$ cat config.mk
export PLATFORM = sky130hd
export DESIGN_NAME = init_seq_flat
export DESIGN_NICKNAME = d
export VERILOG_FILES = /design/src/rtl/init_seq_pkg.sv /design/src/rtl/init_seq_if.sv /design/src/rtl/sync_2ff.sv /design/src/rtl/init_seq.sv /design/src/flat_wrapper.sv
export SDC_FILE = /design/constraint.sdc
export NUM_CORES = 1
export LEC_CHECK = 0
export ABC_AREA = 1
export BUFFER_PORTS_ARGS = -buffer_cell sky130_fd_sc_hd__buf_2
export CAP_MARGIN = 40
export CORE_UTILIZATION = 50
export CTS_BUF_LIST = sky130_fd_sc_hd__clkbuf_16
export DETAILED_ROUTE_END_ITERATION = 8
export GPL_TIMING_DRIVEN = 1
export HOLD_SLACK_MARGIN = 0.03
export PLACE_DENSITY = 0.81
export SLEW_MARGIN = 10
export SYNTH_ARGS = -nofsm -noshare
export SYNTH_HDL_FRONTEND = slang
export SYNTH_SLANG_ARGS = --single-unit
$ cat constraint.sdc
create_clock -name clk -period 2.19 [get_ports clk]
set_clock_uncertainty 0.15 [all_clocks]
set_input_delay 0.5475 -clock clk [delete_from_list [all_inputs] [get_ports clk]]
set_output_delay 0.5475 -clock clk [all_outputs]
set_load 0.01 [all_outputs]
$ cat src/rtl/init_seq_pkg.sv
// Shared definitions for the power-up sequencer: FSM state encoding and default counter width.
package init_seq_pkg;

    typedef enum logic [1:0] {
        IDLE = 2'd0,
        RUN  = 2'd1,
        DONE = 2'd2
    } state_t;

    localparam int CNT_W_DEF = 16;

endpackage

$ cat src/rtl/init_seq_if.sv
// Control/status bundle of the power-up sequencer.
// master: the surrounding system (drives lock and re-init requests).
// slave:  the sequencer itself (drives strobes, pulses and status).
interface init_seq_if #(
    parameter int N_UART = 2,
    parameter int N_CH   = 4
);
    logic                   locked;
    logic                   reinit;
    logic [N_UART-1:0]      latch_baud;
    logic [16*N_UART-1:0]   baud_word;
    logic [N_CH-1:0]        init_pulse;
    logic                   busy;
    logic                   done;
    logic                   lock_err;

    modport master (
        output locked, reinit,
        input  latch_baud, baud_word, init_pulse, busy, done, lock_err
    );

    modport slave (
        input  locked, reinit,
        output latch_baud, baud_word, init_pulse, busy, done, lock_err
    );
endinterface

$ cat src/rtl/sync_2ff.sv
// Generic two-flop synchroniser for slow level signals crossing into clk.
module sync_2ff #(
    parameter int WIDTH = 1
) (
    input  logic             clk,
    input  logic             rst_n,
    input  logic [WIDTH-1:0] d_i,
    output logic [WIDTH-1:0] q_o
);
    logic [WIDTH-1:0] meta_q;
    logic [WIDTH-1:0] sync_q;

    // Two-stage capture; both stages clear to 0 on reset.
    always_ff @(posedge clk or negedge rst_n) begin
        if (!rst_n) begin
            meta_q <= '0;
            sync_q <= '0;
        end else begin
            meta_q <= d_i;
            sync_q <= meta_q;
        end
    end

    assign q_o = sync_q;
endmodule

$ cat src/rtl/init_seq.sv
// Power-up sequencer: after PLL lock runs one timed sequence producing baud-latch
// strobes, per-channel init pulses and a done level. Lock loss aborts (sticky
// lock_err), reinit restarts. All outputs are registered.
module init_seq
    import init_seq_pkg::*;
#(
    parameter int                       CNT_W     = CNT_W_DEF,
    parameter int                       WAIT_LEN  = 200,
    parameter int                       N_UART    = 2,
    parameter int                       BAUD_ST   = 100,
    parameter logic [16*N_UART-1:0]     BAUD_SET  = {N_UART{16'd2}},
    parameter int                       N_CH      = 4,
    parameter logic [CNT_W*N_CH-1:0]    PULSE_ST  = {N_CH{CNT_W'(4)}},
    parameter logic [CNT_W*N_CH-1:0]    PULSE_LEN = {N_CH{CNT_W'(1)}}
) (
    input  logic      clk,
    input  logic      rst,
    init_seq_if.slave bus
);
    logic              locked_s;
    state_t            state_q;
    logic [CNT_W-1:0]  cnt_q;
    logic [N_UART-1:0] latch_q;
    logic [N_CH-1:0]   pulse_q;
    logic              busy_q;
    logic              done_q;
    logic              lock_err_q;
    logic              at_end;
    logic              at_baud;
    logic [N_CH-1:0]   win;

    sync_2ff #(.WIDTH(1)) u_lock_sync (
        .clk   (clk),
        .rst_n (rst),
        .d_i   (bus.locked),
        .q_o   (locked_s)
    );

    assign at_end  = (cnt_q == CNT_W'(WAIT_LEN));
    assign at_baud = (cnt_q == CNT_W'(BAUD_ST));

    // Per-channel window: ST <= cnt < ST+LEN, end computed one bit wider so it cannot wrap.
    for (genvar gi = 0; gi < N_CH; gi++) begin : g_ch
        logic [CNT_W-1:0] st_k;
        logic [CNT_W-1:0] len_k;
        logic [CNT_W:0]   end_k;
        assign st_k    = PULSE_ST[gi*CNT_W +: CNT_W];
        assign len_k   = PULSE_LEN[gi*CNT_W +: CNT_W];
        assign end_k   = {1'b0, st_k} + {1'b0, len_k};
        assign win[gi] = (cnt_q >= st_k) && ({1'b0, cnt_q} < end_k);
    end

    // Sequencer FSM; strobes and pulses are only produced while staying in RUN,
    // so any exit (abort, restart, completion) truncates them on the next cycle.
    always_ff @(posedge clk or negedge rst) begin
        if (!rst) begin
            state_q    <= IDLE;
            cnt_q      <= '0;
            latch_q    <= '0;
            pulse_q    <= '0;
            busy_q     <= 1'b0;
            done_q     <= 1'b0;
            lock_err_q <= 1'b0;
        end else begin
            latch_q <= '0;
            pulse_q <= '0;
            case (state_q)
                IDLE: begin
                    cnt_q  <= '0;
                    done_q <= 1'b0;
                    if (locked_s) begin
                        state_q <= RUN;
                        busy_q  <= 1'b1;
                    end else begin
                        busy_q  <= 1'b0;
                    end
                end
                RUN: begin
                    if (!locked_s) begin
                        state_q    <= IDLE;
                        cnt_q      <= '0;
                        busy_q     <= 1'b0;
                        done_q     <= 1'b0;
                        lock_err_q <= 1'b1;
                    end else if (bus.reinit) begin
                        cnt_q      <= '0;
                        busy_q     <= 1'b1;
                        lock_err_q <= 1'b0;
                    end else if (at_end) begin
                        state_q <= DONE;
                        busy_q  <= 1'b0;
                        done_q  <= 1'b1;
                    end else begin
                        cnt_q   <= cnt_q + 1'b1;
                        latch_q <= {N_UART{at_baud}};
                        pulse_q <= win;
                    end
                end
                DONE: begin
                    if (!locked_s) begin
                        state_q    <= IDLE;
                        cnt_q      <= '0;
                        busy_q     <= 1'b0;
                        done_q     <= 1'b0;
                        lock_err_q <= 1'b1;
                    end else if (bus.reinit) begin
                        state_q    <= RUN;
                        cnt_q      <= '0;
                        busy_q     <= 1'b1;
                        done_q     <= 1'b0;
                        lock_err_q <= 1'b0;
                    end
                end
                default: begin
                    state_q <= IDLE;
                    cnt_q   <= '0;
                    busy_q  <= 1'b0;
                    done_q  <= 1'b0;
                end
            endcase
        end
    end

    assign bus.latch_baud = latch_q;
    assign bus.baud_word  = BAUD_SET;
    assign bus.init_pulse = pulse_q;
    assign bus.busy       = busy_q;
    assign bus.done       = done_q;
    assign bus.lock_err   = lock_err_q;
endmodule
$ cat src/flat_wrapper.sv
// flat-port wrapper written by rule: the top's interface ports become plain ports
module init_seq_flat import init_seq_pkg::*;
#(
    parameter int                       CNT_W     = CNT_W_DEF,
    parameter int                       WAIT_LEN  = 200,
    parameter int                       N_UART    = 2,
    parameter int                       BAUD_ST   = 100,
    parameter logic [16*N_UART-1:0]     BAUD_SET  = {N_UART{16'd2}},
    parameter int                       N_CH      = 4,
    parameter logic [CNT_W*N_CH-1:0]    PULSE_ST  = {N_CH{CNT_W'(4)}},
    parameter logic [CNT_W*N_CH-1:0]    PULSE_LEN = {N_CH{CNT_W'(1)}}
)
  (clk, rst, bus_locked, bus_reinit, bus_latch_baud, bus_baud_word, bus_init_pulse, bus_busy, bus_done, bus_lock_err);
  init_seq_if #(.N_UART(N_UART), .N_CH(N_CH)) bus_i ();
  input  logic clk;
  input  logic rst;
  input wire logic [$bits(bus_i.locked)-1:0] bus_locked;
  input wire logic [$bits(bus_i.reinit)-1:0] bus_reinit;
  output wire logic [$bits(bus_i.latch_baud)-1:0] bus_latch_baud;
  output wire logic [$bits(bus_i.baud_word)-1:0] bus_baud_word;
  output wire logic [$bits(bus_i.init_pulse)-1:0] bus_init_pulse;
  output wire logic [$bits(bus_i.busy)-1:0] bus_busy;
  output wire logic [$bits(bus_i.done)-1:0] bus_done;
  output wire logic [$bits(bus_i.lock_err)-1:0] bus_lock_err;
  assign bus_i.locked = bus_locked;
  assign bus_i.reinit = bus_reinit;
  assign bus_latch_baud = bus_i.latch_baud;
  assign bus_baud_word = bus_i.baud_word;
  assign bus_init_pulse = bus_i.init_pulse;
  assign bus_busy = bus_i.busy;
  assign bus_done = bus_i.done;
  assign bus_lock_err = bus_i.lock_err;
  init_seq #(.CNT_W(CNT_W), .WAIT_LEN(WAIT_LEN), .N_UART(N_UART), .BAUD_ST(BAUD_ST), .BAUD_SET(BAUD_SET), .N_CH(N_CH), .PULSE_ST(PULSE_ST), .PULSE_LEN(PULSE_LEN)) u_core (.clk(clk), .rst(rst), .bus(bus_i));
endmodule
-- Yosys cells after proc, flatten, opt, wreduce, memory -nomap -nowiden
Index checks and enable logic that the tools add are counted.
- flip-flop bits (word level): 29
- input port bits: 4
- output and inout bits: 41
- logic and storage cells: 66
- add/subtract/negate cells: 1
- order comparisons: 2
- equal/unequal tests: 11
- multiplexer cells: 35
- reduce and logical (&&, ||, !) cells: 8
- operators by type and width (cell ; number):
    $mux W16 ; 5
    $pmux W16 S2 ; 1
    $mux W2 ; 10
    $add A16 B1 Y16 const B ; 1
    $eq A16 B7 Y1 const B ; 1
    $eq A16 B8 Y1 const B ; 1
    $ge A16 B3 Y1 const B ; 1
    $lt A16 B3 Y1 const B ; 1
    $mux W4 ; 4
    $mux W1 ; 12
    $ne A3 B3 Y1 const B ; 2
    $pmux W2 S3 ; 1
    $reduce_and A2 Y1 ; 3
    $ne A2 B2 Y1 const B ; 2
    $ne A4 B3 Y1 const B ; 1
    $ne A4 B4 Y1 const B ; 1
    $reduce_and A4 Y1 ; 1
    $ne A3 B2 Y1 const B ; 1
    $pmux W1 S3 ; 1
    $reduce_and A3 Y1 ; 1
    $eq A2 B1 Y1 const B ; 1
    $eq A2 B2 Y1 const B ; 1
    $logic_not A2 Y1 ; 1
    $pmux W1 S2 ; 1
    other kinds (2) ; 2

-- Longest topological paths before layout
- word-level depth: 6
- depth in mapped cells: 10
- gate-level depth less buffers: 9

-- Cells and area by module
A second synthesis with hierarchy kept.
- cells, all modules: 266
- area total of the unflattened synthesis: 1933.1 um^2
- by module, submodules not included (module ; times used ; cells an instance ; area each (um^2) ; seq. area each (um^2)):
    init_seq ; 1 ; 264 ; 1883.1 ; 575.6
    sync_2ff ; 1 ; 2 ; 50.0 ; 50.0

-- Least setup slack after synthesis
Ideal clock, no wire load.
- kind: register to register
- start: register u_core.state_q[1]
- end: register u_core.cnt_q[10]
- library setup time: 0.113 ns
- arrival time: 1.380 ns
- data required time: 1.927 ns
- slack: 0.547 ns
- stages on the path, launching flop included: 11
- buffers on the path: 1
- period minus slack after synthesis: 1.643 ns
- cell sequence: dfrtp_1 > inv_1 > ha_1 > nand2_2 > nor2_4 > nand3_4 > buf_6 > nand3_1 > nand2_1 > nand2_1 > inv_1
- word-level cells in the longest chain between the ends: 3
- elaborated cells on any way between the ends: 6
- those cells by class: 4 x eq/ne; 1 x mux; 1 x reduce/logical
- RTL lines (element ; RTL line ; source):
    start: declaration ; init_seq.sv:21 ; state_t state_q;
    start signal: assignment ; init_seq.sv:57 ; state_q <= IDLE;
    start signal: assignment ; init_seq.sv:72 ; state_q <= RUN;
    start signal: assignment ; init_seq.sv:80 ; state_q <= IDLE;
    $eq A2 B1 Y1 or $eq A2 B2 Y1 (tied branches) ; init_seq.sv:67 ; case (state_q)
    $ne A4 B4 Y1 (no line) or $ne A3 B3 Y1 (tied branches) ; -- ;
    $reduce_and A2 Y1 (no line) ; -- ;
    end signal: assignment ; init_seq.sv:94 ; cnt_q <= cnt_q + 1'b1;
    end: declaration ; init_seq.sv:22 ; logic [CNT_W-1:0] cnt_q;
Parallel ways exist; a longest one is shown, timed or not.
A chain may end at the register's enable or synchronous reset.

-- Final worst setup path
- start: register u_core.state_q[1]
- end: register u_core.cnt_q[5]
Same word-level chain as after synthesis.

==> results.txt <==
For this configuration, the core starts out at a cell density of 52.4%. The final layout contains routed wiring with a total length of 3680 um. The post-synthesis area per instance was 7.13 um^2.

For the post-cts resize count, the log shows 0. The die width was 63.9 um; the number of DRC violations after detailed routing was 0. The placer's final routability congestion estimate was 0.888.

The detailed-routing iteration count for the pre-antenna-repair pass came out at 4. The final worst hold slack was 118 ps. The count of flip-flops with a built-in enable after synthesis was 0; the worst stage delay on the critical path was 410 ps. For the worst-skew pair, the clock arrives at the later sink with an insertion delay of 260 ps. The sum of net half-perimeters after detailed placement was 2810 um; the core region area was 3660 um^2. The count of final max-slew check failures came out at 0. Entering global routing, the biggest net connects 26 pins. The synthesized flop and latch total was 25; the maximum clock rate was 0.526 GHz. The run finished with clean final reports. The via density per instance is 4.92.

0 antenna diodes ended up in the layout. After detailed routing, the average wire length per cell comes to 11.3 um. STA classifies the critical path endpoint as a flip-flop. In the synthesized netlist the dominant register cell turns out to be dfrtp_1.

The cts-stage hold buffer count is 0. After Yosys synthesis, XOR and XNOR cells account for 0.913% of the synthesized area. TritonCTS built the clock tree.

The share of total power dissipated in combinational logic is 20.7%. The final layout contains 290 nets. Setup repair after global routing left no endpoint under its margin. Path depth of the worst reg2reg path: 9. After clock tree synthesis, the clock-pin slew on the worst setup and hold paths is 60 ps.

The run gives 269 as the cell count after synthesis. In this run the cell area measured after placement is 1870 um^2. In this run the tool buffered the top-level ports with 12 buffer cells. The number of hold-slack violations in the final timing report came out at 0. After synthesis, the cell types taking the most area are dfrtp_1 33%, buf_4 14%, nand2_1 12%. In the synthesized netlist the async set-or-reset flop fraction comes to 100%. Setup fix buffers added after clock tree synthesis: 0. For the clock tree buffer depth, the log shows 2. The run gives 45.2% as the proportion of power drawn by flip-flops and latches. The slew at the pin closest to its max-slew limit is 541 ps, and the worst IR drop on VDD is 0.000371 V. Across every metal layer, demand over resource in global routing totals 19.6%. The run gives 0.822 mW as the cell internal power dissipation. The cell sitting at the root of the clock tree is a clkbuf_16.

The share of Yosys cell area claimed by the top area cell type was 32.6%; the floorplan row count was 22. The maximum level of the CTS H-tree is 1, and the area of the die is 4090 um^2. The power density over cell area is 599 nW/um^2.

Total grt overflow: 0. The multiplexer fraction of the synthesized cell area was 0%; the critical path data required time was 2190 ps. The first-pass GRT wire length was 6290 um. By area, the combinational part of the netlist is dominated by simple AND/OR/NAND/NOR gates. For this run, the number of Yosys warnings is 0. Once layout is done, the placed cells without fillers occupy 1950 um^2.

The netlist uses 26 different library cells. The clock network fraction of total power is 34.1%. The signal on the critical path passes through inv_1 > ha_1 > nand2_2 > nor2_4 > nand3_4 > nand2_4 > inv_1 > nand3_1 > nand2_1. After Yosys synthesis, and, or, nand and nor cells account for 34.1% of the synthesized area. The worst setup path is of the flip-flop to flip-flop kind. Once detail routing completed, the nets flagged for antenna violations numbered 0. The logs give 1900 ps for the data arrival time at the worst-slack endpoint and 71 for the initial DRC count. Summing the sequential cell areas from Yosys gives 32.6% of the chip area.

The worst setup path is launched from a flip-flop. The adder-cell area share of the yosys netlist is 4.57%, and the top fanout value on the critical path is 15. The post-route core utilization is 53.2%. The fraction of layout cells with a size suffix above 1 is 10.1%. In this design, the critical path's most frequently occurring cell is inv_1. The biggest area contributor in the post-synthesis netlist is dfrtp_1.

The area growth from synthesis to layout is 1.57%. In this run the vertical extent of the chip is 63.9 um. The number of buffers inserted during clock tree synthesis is 3, and the complex-gate fraction of the synthesized area is 4.70%.

The share of the clock period used by the worst path after layout was 86.8%; the headroom to the max-slew limit was 63.9%. The worst path in the final design needs a cycle of 1900 ps, including I/O delays and setup. For this design the static power due to leakage is 1.06 nW. The logs give 1920 um^2 for the summed instance area of the synthesized netlist and 0 ps for the post-route setup TNS. The CTS sink count is 25. The total of endpoints with negative setup slack in the final report is 0, and the switching fraction of total power is 29.6%. For this block, the via count after detailed routing is 1604. Type of the tightest min-delay check: primary input to asynchronous set/reset pin.

For this design the total switching power over the nets is 0.345 mW. For the via count of the first global-routing pass, the log shows 1475. The tools report the number of antenna violations at the first check in global routing as 0.

In this run the count of I/O pins placed on the die edge is 45. The cell at the slowest stage of the critical path is dfrtp_1. Total of max-cap violations: 0. The most common cell in the synthesized netlist is nand2_1. The commonest cells after synthesis are 60 x nand2_1, 39 x inv_1, 36 x buf_4, 33 x nand3_1, 25 x dfrtp_1.
-- worst max-delay path: cells and delay by family (launching register included) --
kind          cells  cell delay, ps
flops             1             410
buf+inv           2             170
fa+ha+maj         1             210
simple gates      6             850
-- power by group through the flow --
stage                     combinational, mW  sequential [mW]  clock [mW]
after global routing                  0.281            0.533       0.427
after CTS                             0.243            0.527       0.411
after floorplan                       0.203            0.544           0
final                                 0.241            0.528       0.398
after detailed placement              0.241            0.535           0
after global placement                0.236            0.533           0
-- worst paths after layout --
check	slack, ps	endpoint	from
max	290	u_core.cnt_q[5]	u_core.state_q[1]
min reg2reg	200	u_core.u_lock_sync.q_o	u_core.u_lock_sync.meta_q
min	120	u_core.bus.busy	rst
max in group asynchronous	1410	u_core.cnt_q[10]	rst
min in group clk	200	u_core.u_lock_sync.q_o	u_core.u_lock_sync.meta_q
max reg2reg	290	u_core.cnt_q[5]	u_core.state_q[1]
-- layer usage --
| layer | routed length, um | up-vias | GRT usage, % |
|---|---|---|---|
| li1 | - | 799 | - |
| met1 | 1590 | 740 | 25.5 |
| met2 | 1800 | 59 | 32.4 |
| met3 | 252 | 6 | 4.11 |
| met4 | 34 | 0 | 6.25 |
| met5 | 0 | - | 0 |
-- flip-flops by register name (all words and copies together) (netlist names) --
| name | cells |
|---|---|
| u_core.u_lock_sync.q_o | 1 |
| u_core.state_q | 2 |
| u_core.bus.latch_baud | 1 |
| u_core.bus.done | 1 |
| u_core.bus.busy | 1 |
| u_core.cnt_q | 16 |
| u_core.bus.lock_err | 1 |
| u_core.bus.init_pulse | 1 |
| u_core.u_lock_sync.meta_q | 1 |
-- cell usage in the layout, fill, tap and decap left out --
cell,count
buf_4,1
buf_2,12
nor2_4,3
ha_1,7
clkbuf_16,3
o21ai_1,3
inv_1,40
nor2_1,21
conb_1,32
o21ai_0,11
o21bai_1,1
nand2_4,1
nor3_1,5
nand3_2,1
nor4_1,2
xor2_1,2
nand3_1,33
nor2_2,2
nand3_4,1
nand2_2,3
a21oi_1,1
dfrtp_1,25
nand2_1,60
or2_2,1
o211ai_1,1
nand4_1,6
-- kinds of logic (layout without fill, tap and decap cells) --
kind of cell	after synthesis	count (layout)
xor gates and xnor gates	2	2
and+or+nand+nor	139	139
adders and majority gates	7	7
buffers and inverters	77	56
DFF	25	25
AOI/OAI and AO/OA	17	17
other	2	32
-- stage by stage --
step                instances  setup WS [ps]  total power, mW
floorplan                 299            547            0.747
global placement          322            344            0.769
detailed placement        322            296            0.776
CTS                       326            285             1.18
global route              326            110             1.24
finish                    326            290             1.17
-- layout make-up --
class / count / area [um^2]
fillers: 370 / 1710
flip-flops and latches: 25 / 626
clock inverters: 1 / 3.75
multi-input cells: 197 / 970
well taps: 48 / 60.1
clock buffers: 3 / 75.1
repair buffers: 13 / 67.6
inverters: 39 / 146
No activity file was read; power rests on OpenSTA's default activity.
